File: config.mk
export PLATFORM = sky130hd
export DESIGN_NAME = alu_muldiv_seq
export DESIGN_NICKNAME = d
export VERILOG_FILES = /design/src/rtl/alu_muldiv_seq_pkg.sv /design/src/rtl/alu_muldiv_seq.sv
export SDC_FILE = /design/constraint.sdc
export NUM_CORES = 1
export LEC_CHECK = 0
export BUFFER_PORTS_ARGS = -buffer_cell sky130_fd_sc_hd__buf_2
export CAP_MARGIN = 5
export CORE_UTILIZATION = 42
export DETAILED_ROUTE_END_ITERATION = 12
export PLACE_DENSITY = 0.72
export SLEW_MARGIN = 20
export SYNTH_ARGS = -nofsm -noshare
export SYNTH_HDL_FRONTEND = slang
export SYNTH_SLANG_ARGS = --single-unit
File: constraint.sdc
create_clock -name clk -period 2.2 [get_ports clk]
set_input_delay 0.11 -clock clk [delete_from_list [all_inputs] [get_ports clk]]
set_output_delay 0.11 -clock clk [all_outputs]
set_load 0.05 [all_outputs]
File: src/rtl/alu_muldiv_seq_pkg.sv
// Shared constants for the multi-cycle MUL/DIVU/REMU sequencer:
// ALU select codes, M-extension op encodings and sequencer state encoding.
package alu_muldiv_seq_pkg;

   localparam logic [3:0] ALU_ADD  = 4'b0000;
   localparam logic [3:0] ALU_SUB  = 4'b0001;
   localparam logic [3:0] ALU_OR   = 4'b0100;
   localparam logic [3:0] ALU_AND  = 4'b0101;
   localparam logic [3:0] ALU_XOR  = 4'b0111;
   localparam logic [3:0] ALU_SLL  = 4'b1000;
   localparam logic [3:0] ALU_SRL  = 4'b1001;
   localparam logic [3:0] ALU_SRA  = 4'b1010;
   localparam logic [3:0] ALU_SLT  = 4'b1101;
   localparam logic [3:0] ALU_SLTU = 4'b1111;

   localparam logic [1:0] MD_MUL  = 2'b00;
   localparam logic [1:0] MD_DIVU = 2'b01;
   localparam logic [1:0] MD_REMU = 2'b10;
   localparam logic [1:0] MD_RSVD = 2'b11;

   localparam logic [1:0] ST_IDLE = 2'd0;
   localparam logic [1:0] ST_MUL  = 2'd1;
   localparam logic [1:0] ST_DIV  = 2'd2;
   localparam logic [1:0] ST_DONE = 2'd3;

endpackage

File: src/rtl/alu_muldiv_seq.sv
// Iterative MUL / DIVU / REMU sequencer that borrows the shared execute-stage ALU:
// shift-add multiply (one ADD per step) and restoring divide (one SUB per step).
module alu_muldiv_seq
   import alu_muldiv_seq_pkg::*;
#(
   parameter int XLEN  = 32,
   parameter int CNT_W = 6
) (
   input  logic            clk,
   input  logic            rst_n,
   input  logic            start_valid,
   output logic            start_ready,
   input  logic [1:0]      op,
   input  logic [XLEN-1:0] operand_a,
   input  logic [XLEN-1:0] operand_b,
   output logic            result_valid,
   input  logic            result_ready,
   output logic [XLEN-1:0] result,
   output logic            div_by_zero,
   output logic            busy,
   output logic [XLEN-1:0] alu_a,
   output logic [XLEN-1:0] alu_b,
   output logic [3:0]      alu_select,
   input  logic [XLEN-1:0] alu_out,
   input  logic            alu_carry
);

   logic [1:0]       state;
   logic [1:0]       op_q;
   logic [CNT_W-1:0] cnt;
   // Registers are shared between the two algorithms:
   // part_q = acc / rem, opnd_q = mcand / dvsr, shift_q = mplier / quot.
   logic [XLEN-1:0]  part_q;
   logic [XLEN-1:0]  opnd_q;
   logic [XLEN-1:0]  shift_q;

   logic [XLEN-1:0]  div_sh;
   logic [XLEN-1:0]  acc_next;
   logic [XLEN-1:0]  rem_next;
   logic [XLEN-1:0]  quot_next;
   logic             take;
   logic             last_step;

   assign div_sh    = {part_q[XLEN-2:0], shift_q[XLEN-1]};
   // rem[31] set means the shifted partial remainder is >= 2^32 > dvsr,
   // so the subtract must be taken even though the ALU carry cannot see bit 32.
   assign take      = part_q[XLEN-1] | alu_carry;
   assign acc_next  = shift_q[0] ? alu_out : part_q;
   assign rem_next  = take ? alu_out : div_sh;
   assign quot_next = {shift_q[XLEN-2:0], take};
   assign last_step = (cnt == CNT_W'(XLEN-1));

   assign start_ready  = (state == ST_IDLE);
   assign result_valid = (state == ST_DONE);
   assign busy         = (state == ST_MUL) || (state == ST_DIV);

   always_comb begin
      alu_a      = '0;
      alu_b      = '0;
      alu_select = ALU_ADD;
      case (state)
         ST_MUL: begin
            alu_a = part_q;
            alu_b = opnd_q;
         end
         ST_DIV: begin
            alu_a      = div_sh;
            alu_b      = opnd_q;
            alu_select = ALU_SUB;
         end
         default: ;
      endcase
   end

   always_ff @(posedge clk) begin
      if (!rst_n) begin
         state       <= ST_IDLE;
         op_q        <= MD_MUL;
         cnt         <= '0;
         part_q      <= '0;
         opnd_q      <= '0;
         shift_q     <= '0;
         result      <= '0;
         div_by_zero <= 1'b0;
      end else begin
         case (state)
            ST_IDLE: begin
               if (start_valid) begin
                  op_q <= op;
                  cnt  <= '0;
                  case (op)
                     MD_MUL: begin
                        part_q  <= '0;
                        opnd_q  <= operand_a;
                        shift_q <= operand_b;
                        state   <= ST_MUL;
                     end
                     MD_DIVU, MD_REMU: begin
                        if (operand_b != '0) begin
                           part_q  <= '0;
                           shift_q <= operand_a;
                           opnd_q  <= operand_b;
                           state   <= ST_DIV;
                        end else begin
                           result      <= (op == MD_DIVU) ? '1 : operand_a;
                           div_by_zero <= 1'b1;
                           state       <= ST_DONE;
                        end
                     end
                     default: begin
                        result      <= '0;
                        div_by_zero <= 1'b0;
                        state       <= ST_DONE;
                     end
                  endcase
               end
            end
            ST_MUL: begin
               part_q  <= acc_next;
               opnd_q  <= opnd_q << 1;
               shift_q <= shift_q >> 1;
               cnt     <= cnt + CNT_W'(1);
               if (last_step) begin
                  result <= acc_next;
                  state  <= ST_DONE;
               end
            end
            ST_DIV: begin
               part_q  <= rem_next;
               shift_q <= quot_next;
               cnt     <= cnt + CNT_W'(1);
               if (last_step) begin
                  result <= (op_q == MD_DIVU) ? quot_next : rem_next;
                  state  <= ST_DONE;
               end
            end
            ST_DONE: begin
               if (result_ready) begin
                  div_by_zero <= 1'b0;
                  state       <= ST_IDLE;
               end
            end
            default: state <= ST_IDLE;
         endcase
      end
   end

endmodule
==> impl_results.md <==
* Placed Area at 11200 sq um
* Area of the core at 21900 sq um
* Initial Utilization at 43.0%
* Synth top area share at 29.6%
* Avg Inst Size Synth at 7.54 sq um
* Final net count at 1512
* Clock Skew at 0.00743 ns
* Synth top area cells: dfxtp_1 30%, o21ai_0 11%, nand2_1 6.9%
* Place WS at -0.110 ns
* Filler cells at 2098
* Die area at 23000 sq um
* M2 GR Usage at 48.8%
* Total GRT Usage at 30.4%
* Final Core Density at 55.4%
* CTS buffer count at 17
* Mapped Area at 9410 sq um
* Share of layout cells above drive strength 1 at 27.3%
* Drt first pass iters at 6
* Final Hold Violating Endpoints at 0
* Post-route ant nets at 0
* Final setup viols at 1
* Max_slew headroom at 62.0%
* PwrDens at 1070 nW/um^2
* R2R setup slack at 0.09 ns
* First-pass GRT wire length at 54300 um
* CP top delay family: buffers and inverters
* Vias per cell at 6.50
* DIE HEIGHT at 152 um
* Crit Path Max Fanout at 20
* Detailed-route DRC error count at 0
* CP Cell Sequence: inv_1 > ha_4 > and2_4 > bufbuf_16 > a22o_4 > buf_4
* Leak Pwr at 5.11 nW
* Met1 Resource Use GR at 40.3%
* Wire per inst at 21.3 um
* Max Cap Viol at 0
* Slowest cell on the critical path: dfxtp_2
* Largest net degree at the start of global routing at 69
* Status: complete, but fails checks
* I/O Buffers at 203
* EDFF count, synth at 0
* CP Launch Type: flop
* Most frequent cells in the layout: 203 x o21ai_0, 173 x nand2_1, 170 x buf_2
* Clk sinks at 139
* N_diodes at 0
* RD Place Congestion at 0.918
* Area growth, synth to finish at 28.8%
* Power Total at 13.0 mW
* CTS tree: yes
* Post-route cell area at 12100 sq um
* Class of the most critical setup path: reg -> out
* Maximum root-to-sink buffer count at 2
* VDD IR-drop max at 692 uV
* Busiest layer in global routing: met2
* Vias in the first global route at 10000
* Worst slew pin tran at 0.569 ns
* Global routing usage on met3 at 5.69%
* YS warnings at 0
* Via Count at 11000
* Row count at 54
* Area leader, netlist: dfxtp_1
* PnR worst setup slack at -0.00365 ns
* Most used DFF post-synth: dfxtp_1
* Crit path largest cell delay at 0.36 ns
* Flops & latches, synth at 139
* DP HPWL at 24000 um
* Worst Path Required at 2.09 ns
* I/O pins at 207
* CP Buf/Inv Count at 3
* Hold/Removal Path Class: in -> reg
* FFs w/ async S/R, synth at 0%
* H-tree Lvls at 4
* Element type at the critical path end: output port
* Die width at 152 um
* Unrepaired setup endpoints after global routing: yes
* First-iteration detailed-routing DRC count at 1350
* Max Clk Rate at 454 MHz
* Crit path DAT at 2.09 ns
* Yosys cell types at 41
* Clock latency on the worst-skew pair at 0.43 ns
* Failing checks: negative setup slack
* Final Max Slew Viols at 0
* Initial antenna violation count at 0
* Final Cycle Share at 100%
* Routed Wire Length at 35900 um
* Root Driver: clkbuf_16
* Final Critical Period at 2.20 ns
* Total grt overflow at 0
* Syn Inst Count at 1249
* Clock slew at the register clock pins of the worst setup and hold paths at 0.06 ns
* Sequential share of the synthesized area at 29.6%
* Commonest non-fill, non-tap cell in the layout: o21ai_0
==> layer usage <==
layer,share of wire [%],up-vias
met3,9.2,89
met5,0,-
met2,46,674
met1,41,5206
met4,3.2,0
li1,-,4997
==> through the flow <==
step | cells | TNS [ns] | hold WS [ns]
final | 1687 | -0.00365 | 0.113
after global routing | 1687 | -0.105 | 0.119
after CTS | 1686 | 0 | 0.102
after detailed placement | 1646 | -5.02 | 0.416
after global placement | 1646 | -6.50 | 0.401
after floorplan | 1251 | 0 | 0.266
==> worst paths after layout <==
kind,from,endpoint,depth (start not counted)
setup reg to reg,state[0],shift_q[12],9
hold / removal,operand_a[16],shift_q[16],4
setup / recovery,state[0],alu_a[6],6
hold reg to reg,result[30],result[30],2
==> flip-flops by register name, indices dropped and copies added, names as in the netlist <==
name	cells
opnd_q	32
part_q	32
result	32
op_q	2
state	2
div_by_zero	1
shift_q	32
cnt	6
==> synthesized netlist by cell type, types with 5 or more instances <==
library cell	n
o21ai_0	204
nand2_1	173
dfxtp_1	139
clkbuf_1	117
nand4_1	101
a22o_1	62
and2_1	40
mux2i_1	37
nand3_1	37
a211oi_1	32
a21oi_1	32
mux2_2	32
a221oi_1	31
o211a_1	31
o211ai_1	31
o21a_1	31
o21ai_1	24
buf_1	13
buf_2	11
nor2_1	10
ha_1	9
nor4_1	8
a21boi_0	5
inv_1	5
==> cells by family after synthesis <==
logic type                 after synthesis  synth area share (%)
adders and majority gates                9                  1.20
xor gates and xnor gates                 3                 0.279
muxes                                   69                  7.76
other                                    1                0.0398
DFF                                    139                  29.6
and+or+nand+nor                        385                  20.2
AOI/OAI and AO/OA                      490                  34.2
buffers and inverters                  153                  6.69
==> where the power goes <==
group          total (mW)  internal (mW)  switching (mW)
clock network        2.67           1.60            1.07
registers            3.89           3.17           0.717
logic                6.47           2.33            4.14
total                13.0           7.10            5.93
==> repair_timing <==
| action | CTS | global route |
|---|---|---|
| pin swaps | 3 | 2 |
| buffers inserted | 7 | 0 |
| setup endpoints to repair | 37 | 49 |
| hold buffers | 4 | 0 |
| gates resized for setup | 34 | 22 |
| cloned | 3 | 1 |
| hold endpoints to repair | 2 | 0 |
==> worst reg2reg max path: cells and delay by family, from the launching register on <==
kind            cells  cell delay, ns
fa+ha+maj           1            0.25
simple gates        2            0.32
compound gates      3            0.62
buf+inv             3            0.49
flops               1            0.34
==> layout make-up <==
cell class / count / area [sq um] / share of cell area, %
tap: 280 / 350 / 2.89
inverter: 5 / 18.8 / 0.155
clock buffer: 22 / 474 / 3.91
sequential: 139 / 2790 / 23.0
multi-input combinational: 959 / 6390 / 52.7
timing repair buffer: 278 / 2060 / 17.0
clock inverter: 4 / 45.0 / 0.371
(Power assumes the default switching activity.)
